[src/rtl/sorter_pkg.sv]
// Shared definitions for the sorter read-side blocks: FSM encoding, source tags
// and default widths.
package sorter_pkg;

    localparam int WIDTH_DEF = 32;
    localparam int DEPTH_DEF = 10;
    localparam int BURST_DEF = 4;

    typedef enum logic [1:0] {
        ST_IDLE  = 2'd0,
        ST_RD    = 2'd1,
        ST_CAP   = 2'd2,
        ST_VALID = 2'd3
    } state_e;

    localparam logic SRC_VAL  = 1'b0;
    localparam logic SRC_IVAL = 1'b1;

endpackage

[src/rtl/rr_burst_arbiter.sv]
// Two-requester round-robin arbiter with a burst limit. The grant is combinational
// from req; the owner and burst count advance only when the client commits a grant.
module rr_burst_arbiter
    import sorter_pkg::*;
#(
    parameter int BURST = BURST_DEF
) (
    input  logic       clk,
    input  logic       rst,
    input  logic [1:0] req,
    input  logic       advance,
    output logic       grant,
    output logic       last_src
);

    logic       last_q, last_d;
    logic [3:0] burst_q, burst_d;

    // A zero burst count means no grant has happened yet, so a tie goes to the
    // source opposite last_q (val after reset).
    always_comb begin
        grant = last_q;
        if (req == 2'b01) begin
            grant = SRC_VAL;
        end else if (req == 2'b10) begin
            grant = SRC_IVAL;
        end else if (req == 2'b11) begin
            grant = (burst_q != 4'd0 && burst_q < 4'(BURST)) ? last_q : ~last_q;
        end
    end

    always_comb begin
        last_d  = last_q;
        burst_d = burst_q;
        if (advance) begin
            if (grant == last_q && burst_q != 4'd0) begin
                burst_d = (burst_q == 4'hF) ? burst_q : burst_q + 4'd1;
            end else begin
                burst_d = 4'd1;
                last_d  = grant;
            end
        end
    end

    always_ff @(posedge clk or negedge rst) begin
        if (!rst) begin
            last_q  <= SRC_IVAL;
            burst_q <= 4'd0;
        end else begin
            last_q  <= last_d;
            burst_q <= burst_d;
        end
    end

    assign last_src = last_q;

endmodule

[src/rtl/fifo_drain_scheduler.sv]
// Drains the val and ival FIFOs one word at a time onto a single valid/ready
// stream tagged with its source, keeping per-source delivered-word counts.
//   state    | meaning
//   ST_IDLE  | waiting for drain_en and a non-empty FIFO
//   ST_RD    | read strobe on the granted FIFO
//   ST_CAP   | FIFO read data captured into out_data
//   ST_VALID | word presented, waiting for out_ready
module fifo_drain_scheduler
    import sorter_pkg::*;
#(
    parameter int WIDTH = WIDTH_DEF,
    parameter int DEPTH = DEPTH_DEF,
    parameter int BURST = BURST_DEF
) (
    input  logic             clk,
    input  logic             rst,
    input  logic             drain_en,
    input  logic             val_empty,
    input  logic [WIDTH-1:0] val_rd_data,
    output logic             val_rd_en,
    input  logic             ival_empty,
    input  logic [WIDTH-1:0] ival_rd_data,
    output logic             ival_rd_en,
    output logic             out_valid,
    input  logic             out_ready,
    output logic [WIDTH-1:0] out_data,
    output logic             out_src,
    output logic [DEPTH-1:0] val_drained,
    output logic [DEPTH-1:0] ival_drained,
    output logic             busy
);

    localparam logic [DEPTH-1:0] CNT_ONE = DEPTH'(1);

    state_e           state_q, state_d;
    logic             val_rd_en_q, val_rd_en_d;
    logic             ival_rd_en_q, ival_rd_en_d;
    logic             out_valid_q, out_valid_d;
    logic [WIDTH-1:0] out_data_q, out_data_d;
    logic             out_src_q, out_src_d;
    logic [DEPTH-1:0] val_cnt_q, val_cnt_d;
    logic [DEPTH-1:0] ival_cnt_q, ival_cnt_d;
    logic             busy_q, busy_d;

    logic [1:0] req;
    logic       start_ok;
    logic       launch;
    logic       arb_grant;
    logic       cur_src;

    assign req      = {~ival_empty, ~val_empty};
    assign start_ok = drain_en && (req != 2'b00);

    // The arbiter's owner register doubles as the grant of the word in flight.
    rr_burst_arbiter #(.BURST(BURST)) u_arb (
        .clk      (clk),
        .rst      (rst),
        .req      (req),
        .advance  (launch),
        .grant    (arb_grant),
        .last_src (cur_src)
    );

    always_comb begin
        state_d      = state_q;
        val_rd_en_d  = 1'b0;
        ival_rd_en_d = 1'b0;
        out_valid_d  = out_valid_q;
        out_data_d   = out_data_q;
        out_src_d    = out_src_q;
        val_cnt_d    = val_cnt_q;
        ival_cnt_d   = ival_cnt_q;
        launch       = 1'b0;

        unique case (state_q)
            ST_IDLE: begin
                launch = start_ok;
            end
            ST_RD: begin
                state_d = ST_CAP;
            end
            ST_CAP: begin
                out_data_d  = (cur_src == SRC_IVAL) ? ival_rd_data : val_rd_data;
                out_src_d   = cur_src;
                out_valid_d = 1'b1;
                state_d     = ST_VALID;
            end
            ST_VALID: begin
                if (out_ready) begin
                    out_valid_d = 1'b0;
                    if (cur_src == SRC_IVAL) begin
                        ival_cnt_d = ival_cnt_q + CNT_ONE;
                    end else begin
                        val_cnt_d = val_cnt_q + CNT_ONE;
                    end
                    launch  = start_ok;
                    state_d = ST_IDLE;
                end
            end
            default: state_d = ST_IDLE;
        endcase

        if (launch) begin
            state_d      = ST_RD;
            val_rd_en_d  = (arb_grant == SRC_VAL);
            ival_rd_en_d = (arb_grant == SRC_IVAL);
        end

        busy_d = (state_d != ST_IDLE);
    end

    always_ff @(posedge clk or negedge rst) begin
        if (!rst) begin
            state_q      <= ST_IDLE;
            val_rd_en_q  <= 1'b0;
            ival_rd_en_q <= 1'b0;
            out_valid_q  <= 1'b0;
            out_data_q   <= '0;
            out_src_q    <= SRC_VAL;
            val_cnt_q    <= '0;
            ival_cnt_q   <= '0;
            busy_q       <= 1'b0;
        end else begin
            state_q      <= state_d;
            val_rd_en_q  <= val_rd_en_d;
            ival_rd_en_q <= ival_rd_en_d;
            out_valid_q  <= out_valid_d;
            out_data_q   <= out_data_d;
            out_src_q    <= out_src_d;
            val_cnt_q    <= val_cnt_d;
            ival_cnt_q   <= ival_cnt_d;
            busy_q       <= busy_d;
        end
    end

    assign val_rd_en    = val_rd_en_q;
    assign ival_rd_en   = ival_rd_en_q;
    assign out_valid    = out_valid_q;
    assign out_data     = out_data_q;
    assign out_src      = out_src_q;
    assign val_drained  = val_cnt_q;
    assign ival_drained = ival_cnt_q;
    assign busy         = busy_q;

endmodule

[config.mk]
export PLATFORM = sky130hd
export DESIGN_NAME = fifo_drain_scheduler
export DESIGN_NICKNAME = d
export VERILOG_FILES = /design/src/rtl/sorter_pkg.sv /design/src/rtl/rr_burst_arbiter.sv /design/src/rtl/fifo_drain_scheduler.sv
export SDC_FILE = /design/constraint.sdc
export NUM_CORES = 1
export LEC_CHECK = 0
export ABC_AREA = 1
export BUFFER_PORTS_ARGS = -buffer_cell sky130_fd_sc_hd__buf_2
export CORE_MARGIN = 5
export CORE_UTILIZATION = 45
export CTS_BUF_LIST = sky130_fd_sc_hd__clkbuf_8
export CTS_CLUSTER_SIZE = 30
export DETAILED_ROUTE_END_ITERATION = 8
export HOLD_SLACK_MARGIN = 0.1
export PLACE_DENSITY = 0.78
export SLEW_MARGIN = 30
export SYNTH_ARGS = -nofsm -noshare
export SYNTH_HDL_FRONTEND = slang
export SYNTH_SLANG_ARGS = --single-unit
[constraint.sdc]
create_clock -name clk -period 1.4 [get_ports clk]
set_input_delay 0.07 -clock clk [delete_from_list [all_inputs] [get_ports clk]]
set_output_delay 0.07 -clock clk [all_outputs]
set_load 0.01 [all_outputs]
* Word-level counts from Yosys, hierarchy flattened
Cells that the tools add are included.
Word-level totals: flip-flop bits (word level) 64, output and inout port bits 57
Operators by class: add/sub/neg operators 3, magnitude comparators 1, eq/ne operators 10, mux-type cells 16, bitwise gates (word level) 5, reduce and logical (&&, ||, !) cells 13
Operators with widths (count):
- two-way mux 32 bit | 1
- adder 10 x 1 -> 10 bit (second input constant) | 2
- equality test 2 bit (second input constant) | 4
- two-way mux 1 bit | 8
- two-way mux 4 bit | 2
- case mux 2 bit (3 select lines) | 1
- AND reduction 2 bit | 3
- AND reduction 3 bit | 2
- nonzero test 2 bit | 3
- inverter 1 bit | 5
- adder 4 x 1 -> 4 bit (second input constant) | 1
- equality test 2 x 1 -> 1 bit (second input constant) | 2
- equality test 4 bit (second input constant) | 1
- less-than comparator 4 x 3 -> 1 bit (second input constant) | 1
- two-way mux 2 bit | 2
- inequality test 2 bit (second input constant) | 2
- case mux 1 bit (2 select lines) | 2
- nonzero test 4 bit | 1
- logical AND 1 bit | 3
- zero test 2 bit | 1
- equality test 1 bit | 1

* Longest topological paths before layout
Gate-level depths: netlist of the first run.
depth in word-level cells 10, mapped depth 10, gate-level depth less buffers 10

* Hierarchy
Synthesis of the first run repeated with hierarchy kept, for this count alone.
Unflattened totals: cells, all modules 373, area total of the unflattened synthesis 3113.0 um2
By module, submodules not included:
- fifo_drain_scheduler | times used 1, cells an instance 323, area an instance 2768.9 um2, sequential area each 1476.4 um2
- rr_burst_arbiter | times used 1, cells an instance 50, area an instance 344.1 um2, sequential area each 126.4 um2

* Least setup slack after synthesis of the first run
OpenSTA, ideal clock, no wires.
path type reg2reg, start point register state_q[0], end point register u_arb.burst_q[3], library setup time 0.121 ns, arrival time 1.312 ns, required time 1.279 ns, path slack -0.032 ns, stages on the path, launching flop included 9, buffers on the path 0, period minus slack after synthesis 1.432 ns, path through dfrtp_1 -> inv_1 -> ha_1 -> nor2_1 -> nand3_4 -> inv_1 -> nand2_1 -> nand2_1 -> nor2_1
Between the ends: longest elaborated chain between the ends 3, elaborated cells between the ends (all ways) 4, classes of those cells eq/ne: 1; mux: 1; reduce/logical: 2
Ends and longest elaborated chain:
- start: declaration | RTL line fifo_drain_scheduler.sv:35 | state_e state_q, state_d;
- start signal: assignment | RTL line fifo_drain_scheduler.sv:124 | state_q <= state_d;
- equality test 2 bit / zero test 2 bit (equally long branches) | RTL line fifo_drain_scheduler.sv:75 | unique case (state_q)
- case mux 1 bit (2 select lines) (*) | RTL line fifo_drain_scheduler.sv:75
- AND reduction 2 bit (no source line) (*)
- end signal: assignment | RTL line rr_burst_arbiter.sv:51 | burst_q <= burst_d;
- end: declaration | RTL line rr_burst_arbiter.sv:17 | logic [3:0] burst_q, burst_d;
Every way passes the cells marked *; elsewhere a longest branch is shown, timed or not. A chain may end at the register's enable or synchronous reset.

* Final worst setup path of the first run
start point register state_q[1], end point register ival_cnt_q[3], in the netlist ival_drained[3]
Between the ends: longest elaborated chain between the ends 2
Ends and longest elaborated chain:
- equality test 2 bit | RTL line fifo_drain_scheduler.sv:75
- AND reduction 3 bit (no source line)
- end signal: assignment | RTL line fifo_drain_scheduler.sv:131 | ival_cnt_q <= ival_cnt_d;
- end: declaration | RTL line fifo_drain_scheduler.sv:42 | logic [DEPTH-1:0] ival_cnt_q, ival_cnt_d;
No other way between the ends.

==> impl_metrics.json, run 1 <==
{
  "cap_violations": 0,
  "drtIter0Drc": 212,
  "dp_hpwl_um": 5830,
  "relSlewSlack_pct": 73.2,
  "synth_nets": 436,
  "netlist-cell-type-count": 29,
  "status": "complete, but fails checks",
  "synth-seq-area-share_pct": 51.5,
  "grt_remaining_overflow": 0,
  "finalNetCount": 656,
  "cts_buffers": 9,
  "clock_latency_ns": 0.33,
  "synthCells": 359,
  "required_ns": 1.61,
  "fin_crit_sh_pct": 105,
  "violations": "negative setup slack",
  "total_power_mw": 9.63,
  "drc_errors": 0,
  "ios": 127,
  "ant_nets": 0,
  "drt_wl_total_um": 10500,
  "synth_top_family_by_area": "simple AND/OR/NAND/NOR gates",
  "syn_avg_cell_area_um2": 8.66,
  "antenna_found_initial": 0,
  "hold_violations": 0,
  "layout_setup_ws_ns": -0.0684,
  "clock_path_buffers": 2,
  "wire_per_inst_um": 15.9,
  "num_antenna_cells": 0,
  "clk_pin_slew_ns": 0.07,
  "dr_total_vias": 3368,
  "ys_warn_count": 0,
  "gr-usage-all-layers_pct": 22.3,
  "final.setup_skew_ns": 0.00783,
  "sequentialPowerShare_pct": 32.1,
  "power_frac_comb_pct": 51.3,
  "grt_max_degree": 43,
  "synth_mux_area_share_pct": 0,
  "worstSetupPathType": "flip-flop to flip-flop",
  "grt_pass1_vias": 3365,
  "grt_pass1_wl_um": 15300,
  "die_y_um": 93.1,
  "worst_setup_path_start_kind": "flip-flop",
  "gp_congestion": 0.853,
  "switching_share_pct": 40.1,
  "arrival_ns": 1.68,
  "cts_sinks": 64,
  "synth_adder_area_share_pct": 2.82,
  "utilization_pct": 76.2,
  "ys_seq_elements": 64,
  "layout_commonest_cell": "buf_2",
  "synth-xor-area-share_pct": 4.79,
  "placed_cells": 569,
  "cts_tree": "yes",
  "synth_compound_area_share_pct": 9.78,
  "p_leak_nw": 2.66,
  "setup_viol": 9,
  "drtPass1Iterations": 4,
  "clock-root-buffer": "clkbuf_8",
  "io_buffer_count": 126,
  "power_density_nw_per_um2": 1870,
  "peakVddDrop_uv": 1060,
  "final_max_slew_viol_count": 0,
  "num_rows": 30,
  "fp.coreArea_um2": 6760,
  "hp-class": "input pin to async pin",
  "area_growth_pct": 65.6,
  "path_cells": "ha_2 -> nand2_4 -> nor2_4 -> nand2_4 -> buf_4 -> buf_4 -> xnor2_1",
  "syn_area_um2": 3110,
  "slowest_delay_ns": 0.38,
  "post-place-ws_ns": -0.0497,
  "crit_fanout": 4,
  "worst_pin_slew_ns": 0.402,
  "drive_above_1_share_pct": 36.3,
  "synthSimpleGateAreaFrac_pct": 24.0,
  "period_minus_slack_ns": 1.47,
  "final_cell_count_no_fill": 664,
  "initial_core_util_pct": 46.0,
  "slowest_stage": "dfrtp_1",
  "finalSetupTns_ns": -0.259,
  "max_freq_mhz": 681,
  "vias_per_cell": 5.07,
  "netSwitchingPower_mw": 3.86,
  "h-tree-depth": 3,
  "die-width_um": 93.1,
  "final_cell_mix": "buf_2, nand2_1, dlygate4sd3_1",
  "die-area_um2": 8670,
  "p_clk_share_pct": 16.6,
  "end_kind": "flip-flop",
  "rsz0062_at_grt": "true",
  "internal_power_mw": 5.77
}
## power by group through the flow
stage	sequential, mW	clock [mW]	combinational [mW]
after floorplan	3.31	0	1.95
after global placement	3.04	0	3.58
after detailed placement	3.05	0	3.69
after CTS	3.04	1.62	3.89
after global routing	3.16	1.72	5.37
final	3.09	1.60	4.94
## metal layers
layer  up-vias  share of wire (%)  wire, um  track usage, %
met1      1559                 39      4130            25.8
li1       1590                  -         -               -
met4         0                4.6       486            11.2
met2       170                 50      5230            37.8
met5         -                  0         0               0
met3        49                6.5       683            6.36
## synth_stat cells, drive strengths merged
cell type,n,area (um2)
o22ai,11,68.8
nor2,54,264
a21oi,4,20.0
ha,7,87.6
o21ai,14,70.1
dfstp,1,26.3
nand2,93,367
buf,6,36.3
a31oi,22,138
nand3b,1,7.51
xnor2,6,52.6
nand3,11,72.6
nand4,3,18.8
nor3b,1,7.51
inv,39,149
o31ai,1,7.51
clkbuf,9,33.8
dfrtp,63,1580
nor3,2,10.0
xor2,11,96.3
## worst paths after layout
kind / start / endpoint / slack [ns] / cells after the start
setup reg to reg: state_q[1] / ival_drained[3] / -0.07 / 7
setup / recovery: state_q[1] / ival_drained[3] / -0.07 / 7
hold reg to reg: val_drained[4] / val_drained[4] / 0.51 / 1
max in group asynchronous: rst / u_arb.last_src / 0.64 / 3
hold / removal: rst / val_drained[7] / 0.18 / 2
min in group clk: val_empty / u_arb.last_src / 0.24 / 6
## area by class of cell
type | instances | area [um2]
clock buffers | 11 | 151
clock inverters | 5 | 47.5
fillers | 430 | 1610
inverters | 39 | 149
multi-input cells | 241 | 1410
flip-flops and latches | 64 | 1600
well taps | 80 | 100
repair buffers | 224 | 1690
## metrics by stage
step,area [um2],hold slack [ns]
2_1_floorplan,3110,-0.226
3_3_place_gp,3940,0.0125
3_5_place_dp,3940,0.0187
4_1_cts,4830,0.173
5_1_grt,5150,0.222
6_report,5150,0.184
## what timing repair did
item                       CTS  global route
pin swaps                    1            11
hold buffers                66             0
gates resized for setup      7            27
hold endpoints to repair    96             0
buffers inserted             0             8
setup endpoints to repair   11            50
gates cloned                 0             6
## flip-flops by register name, summed over array words and instances (netlist names)
register,flops
out_data,32
ival_drained,10
val_drained,10
u_arb.burst_q,4
state_q,2
busy,1
ival_rd_en,1
out_src,1
out_valid,1
u_arb.last_src,1
val_rd_en,1
## logic make-up after synthesis
kind of cell	Yosys count
AOI/OAI and AO/OA	52
xor gates and xnor gates	17
adders and majority gates	7
buffers and inverters	54
DFF	64
and+or+nand+nor	165
## worst max-delay path, delay by kind of cell, from the launching register on
family	cells	cell delay, ns
XOR/XNOR	1	0.12
buffers and inverters	2	0.27
adder cells (fa/ha/maj)	1	0.22
flip-flops	1	0.38
AND/OR/NAND/NOR	3	0.36
Power figures use the tool's default switching activity.
==> inputs of run 2 (changes only) <==
Settings changed: CORE_UTILIZATION 45 to 44, CTS_BUF_LIST sky130_fd_sc_hd__clkbuf_8 to unset, PLACE_DENSITY 0.78 to 0.77.
==> run 2 against run 1 <==
Against the previous run: the flow still finishes with violations (negative setup slack); wire length shrank 3.2%; sequential power is essentially flat; worst hold slack lost 0.0028 ns; critical endpoint is now val_drained[9]; largest power group unchanged.
==> impl_metrics.json, run 2 (same netlist as run 1, synthesis figures left out) <==
{
  "p_clk_share_pct": 16.4,
  "cap_violations": 0,
  "finalNetCount": 654,
  "vias_per_cell": 4.97,
  "drt_wl_total_um": 10200,
  "num_rows": 30,
  "relSlewSlack_pct": 75.6,
  "fin_crit_sh_pct": 102,
  "dr_total_vias": 3362,
  "wire_per_inst_um": 15.1,
  "required_ns": 1.63,
  "reg2reg_from": "state_q[1]",
  "die-area_um2": 8850,
  "arrival_ns": 1.66,
  "ant_nets": 0,
  "drive_above_1_share_pct": 36.3,
  "internal_power_mw": 5.54,
  "ios": 127,
  "clock-root-buffer": "clkbuf_8",
  "largest_reg_flops": 32,
  "layout_commonest_cell": "buf_2",
  "end_kind": "flip-flop",
  "worstHoldStart": "ival_empty",
  "worstReg2RegEnd": "val_drained[9]",
  "p_leak_nw": 2.61,
  "drtPass1Iterations": 4,
  "final_max_slew_viol_count": 0,
  "clock_path_buffers": 2,
  "grt_pass1_vias": 3403,
  "grt_remaining_overflow": 0,
  "die-width_um": 94.1,
  "h-tree-depth": 3,
  "switching_share_pct": 40.5,
  "grt_max_degree": 65,
  "io_buffer_count": 126,
  "final.setup_skew_ns": 0.00810,
  "sequentialPowerShare_pct": 33.1,
  "num_antenna_cells": 0,
  "clock_latency_ns": 0.33,
  "holdPathEnd": "ival_rd_en",
  "cts_tree": "yes",
  "antenna_found_initial": 0,
  "cts_sinks": 64,
  "die_y_um": 94.1,
  "initial_core_util_pct": 45.5,
  "gr-usage-all-layers_pct": 22.1,
  "fp.coreArea_um2": 6830,
  "status": "complete, but fails checks",
  "peakVddDrop_uv": 929,
  "hold_violations": 0,
  "setup_viol": 5,
  "rsz0062_at_grt": "true",
  "rrSetupSlack_ns": -0.03,
  "worst_setup_path_start_kind": "flip-flop",
  "final_cell_mix": "buf_2, nand2_1, dlygate4sd3_1",
  "clk_pin_slew_ns": 0.07,
  "drtIter0Drc": 142,
  "grt_pass1_wl_um": 15300,
  "max_freq_mhz": 697,
  "worst_pin_slew_ns": 0.366,
  "power_density_nw_per_um2": 1830,
  "layout_setup_ws_ns": -0.0346,
  "drc_errors": 0,
  "total_power_mw": 9.31,
  "dp_hpwl_um": 5730,
  "period_minus_slack_ns": 1.43,
  "netSwitchingPower_mw": 3.77,
  "gp_congestion": 0.831,
  "worstSetupPathType": "flip-flop to flip-flop",
  "rr_worst_depth": 10,
  "area_growth_pct": 63.9,
  "min_delay_path_depth": 5,
  "crit_fanout": 4,
  "power_frac_comb_pct": 50.5,
  "hp-class": "input pin to flip-flop",
  "cts_buffers": 9,
  "utilization_pct": 74.6,
  "violations": "negative setup slack"
}
-- run 2: per-layer routing --
| metal | share of wire, % | global-route usage, % | up-vias |
|---|---|---|---|
| li1 | - | - | 1586 |
| met1 | 39 | 25.3 | 1580 |
| met2 | 51 | 38.1 | 159 |
| met3 | 7.0 | 5.45 | 37 |
| met4 | 3.2 | 10.8 | 0 |
| met5 | 0 | 0 | - |
-- run 2: what timing repair did --
action / CTS / global route
gates cloned: 1 / 2
gates resized for setup: 9 / 27
hold buffers: 66 / 0
setup endpoints to repair: 13 / 16
buffers inserted: 1 / 7
pin swaps: 5 / 14
hold endpoints to repair: 97 / 0
-- run 2: worst max-delay path by stage --
stage	startpoint	endpoint	slack, ns	depth (start not counted)
finish	state_q[1]	val_drained[9]	-0.03	10
global route	state_q[1]	val_drained[9]	-0.13	10
CTS	state_q[1]	val_drained[9]	-0.02	10
detailed placement	state_q[0]	u_arb.burst_q[1]	-0.08	8
global placement	state_q[1]	u_arb.burst_q[3]	-0.01	8
floorplan	state_q[0]	u_arb.burst_q[3]	0.001	8
-- run 2: cell type report --
| cell class | instances | area [um2] |
|---|---|---|
| Fill cell | 491 | 1730 |
| Timing Repair Buffer | 222 | 1620 |
| Sequential cell | 64 | 1600 |
| Multi-Input combinational cell | 241 | 1420 |
| Inverter | 39 | 149 |
| Clock buffer | 11 | 141 |
| Tap cell | 96 | 120 |
| Clock inverter | 4 | 45.0 |
-- run 2: per-stage QoR --
| step | setup slack, ns | setup TNS [ns] | instances | cell area (um2) | hold slack, ns |
|---|---|---|---|---|---|
| floorplan | 0.000953 | 0 | 359 | 3110 | -0.226 |
| global placement | -0.0136 | -0.0263 | 585 | 3980 | 0.105 |
| detailed placement | -0.0758 | -0.308 | 585 | 3980 | 0.109 |
| CTS | -0.0210 | -0.0430 | 668 | 4880 | 0.148 |
| global route | -0.133 | -1.26 | 677 | 5100 | 0.197 |
| finish | -0.0346 | -0.0939 | 677 | 5100 | 0.181 |
-- run 2: power by group through the flow --
stage / sequential [mW] / clock (mW) / combinational [mW]
finish: 3.08 / 1.53 / 4.70
global route: 3.16 / 1.65 / 5.12
CTS: 3.05 / 1.55 / 4.12
detailed placement: 3.05 / 0 / 3.75
global placement: 3.04 / 0 / 3.59
floorplan: 3.31 / 0 / 1.95
-- run 2: critical path: stages (launching register included) --
cell and delay (ns):
dfrtp_1 0.43, ha_4 0.20, nand2_8 0.08, nor2_8 0.10, inv_4 0.05, nor2_4 0.08, nand2_2 0.08, nor2_4 0.14
nand2_1 0.06, nand2_1 0.06, nand2_1 0.04
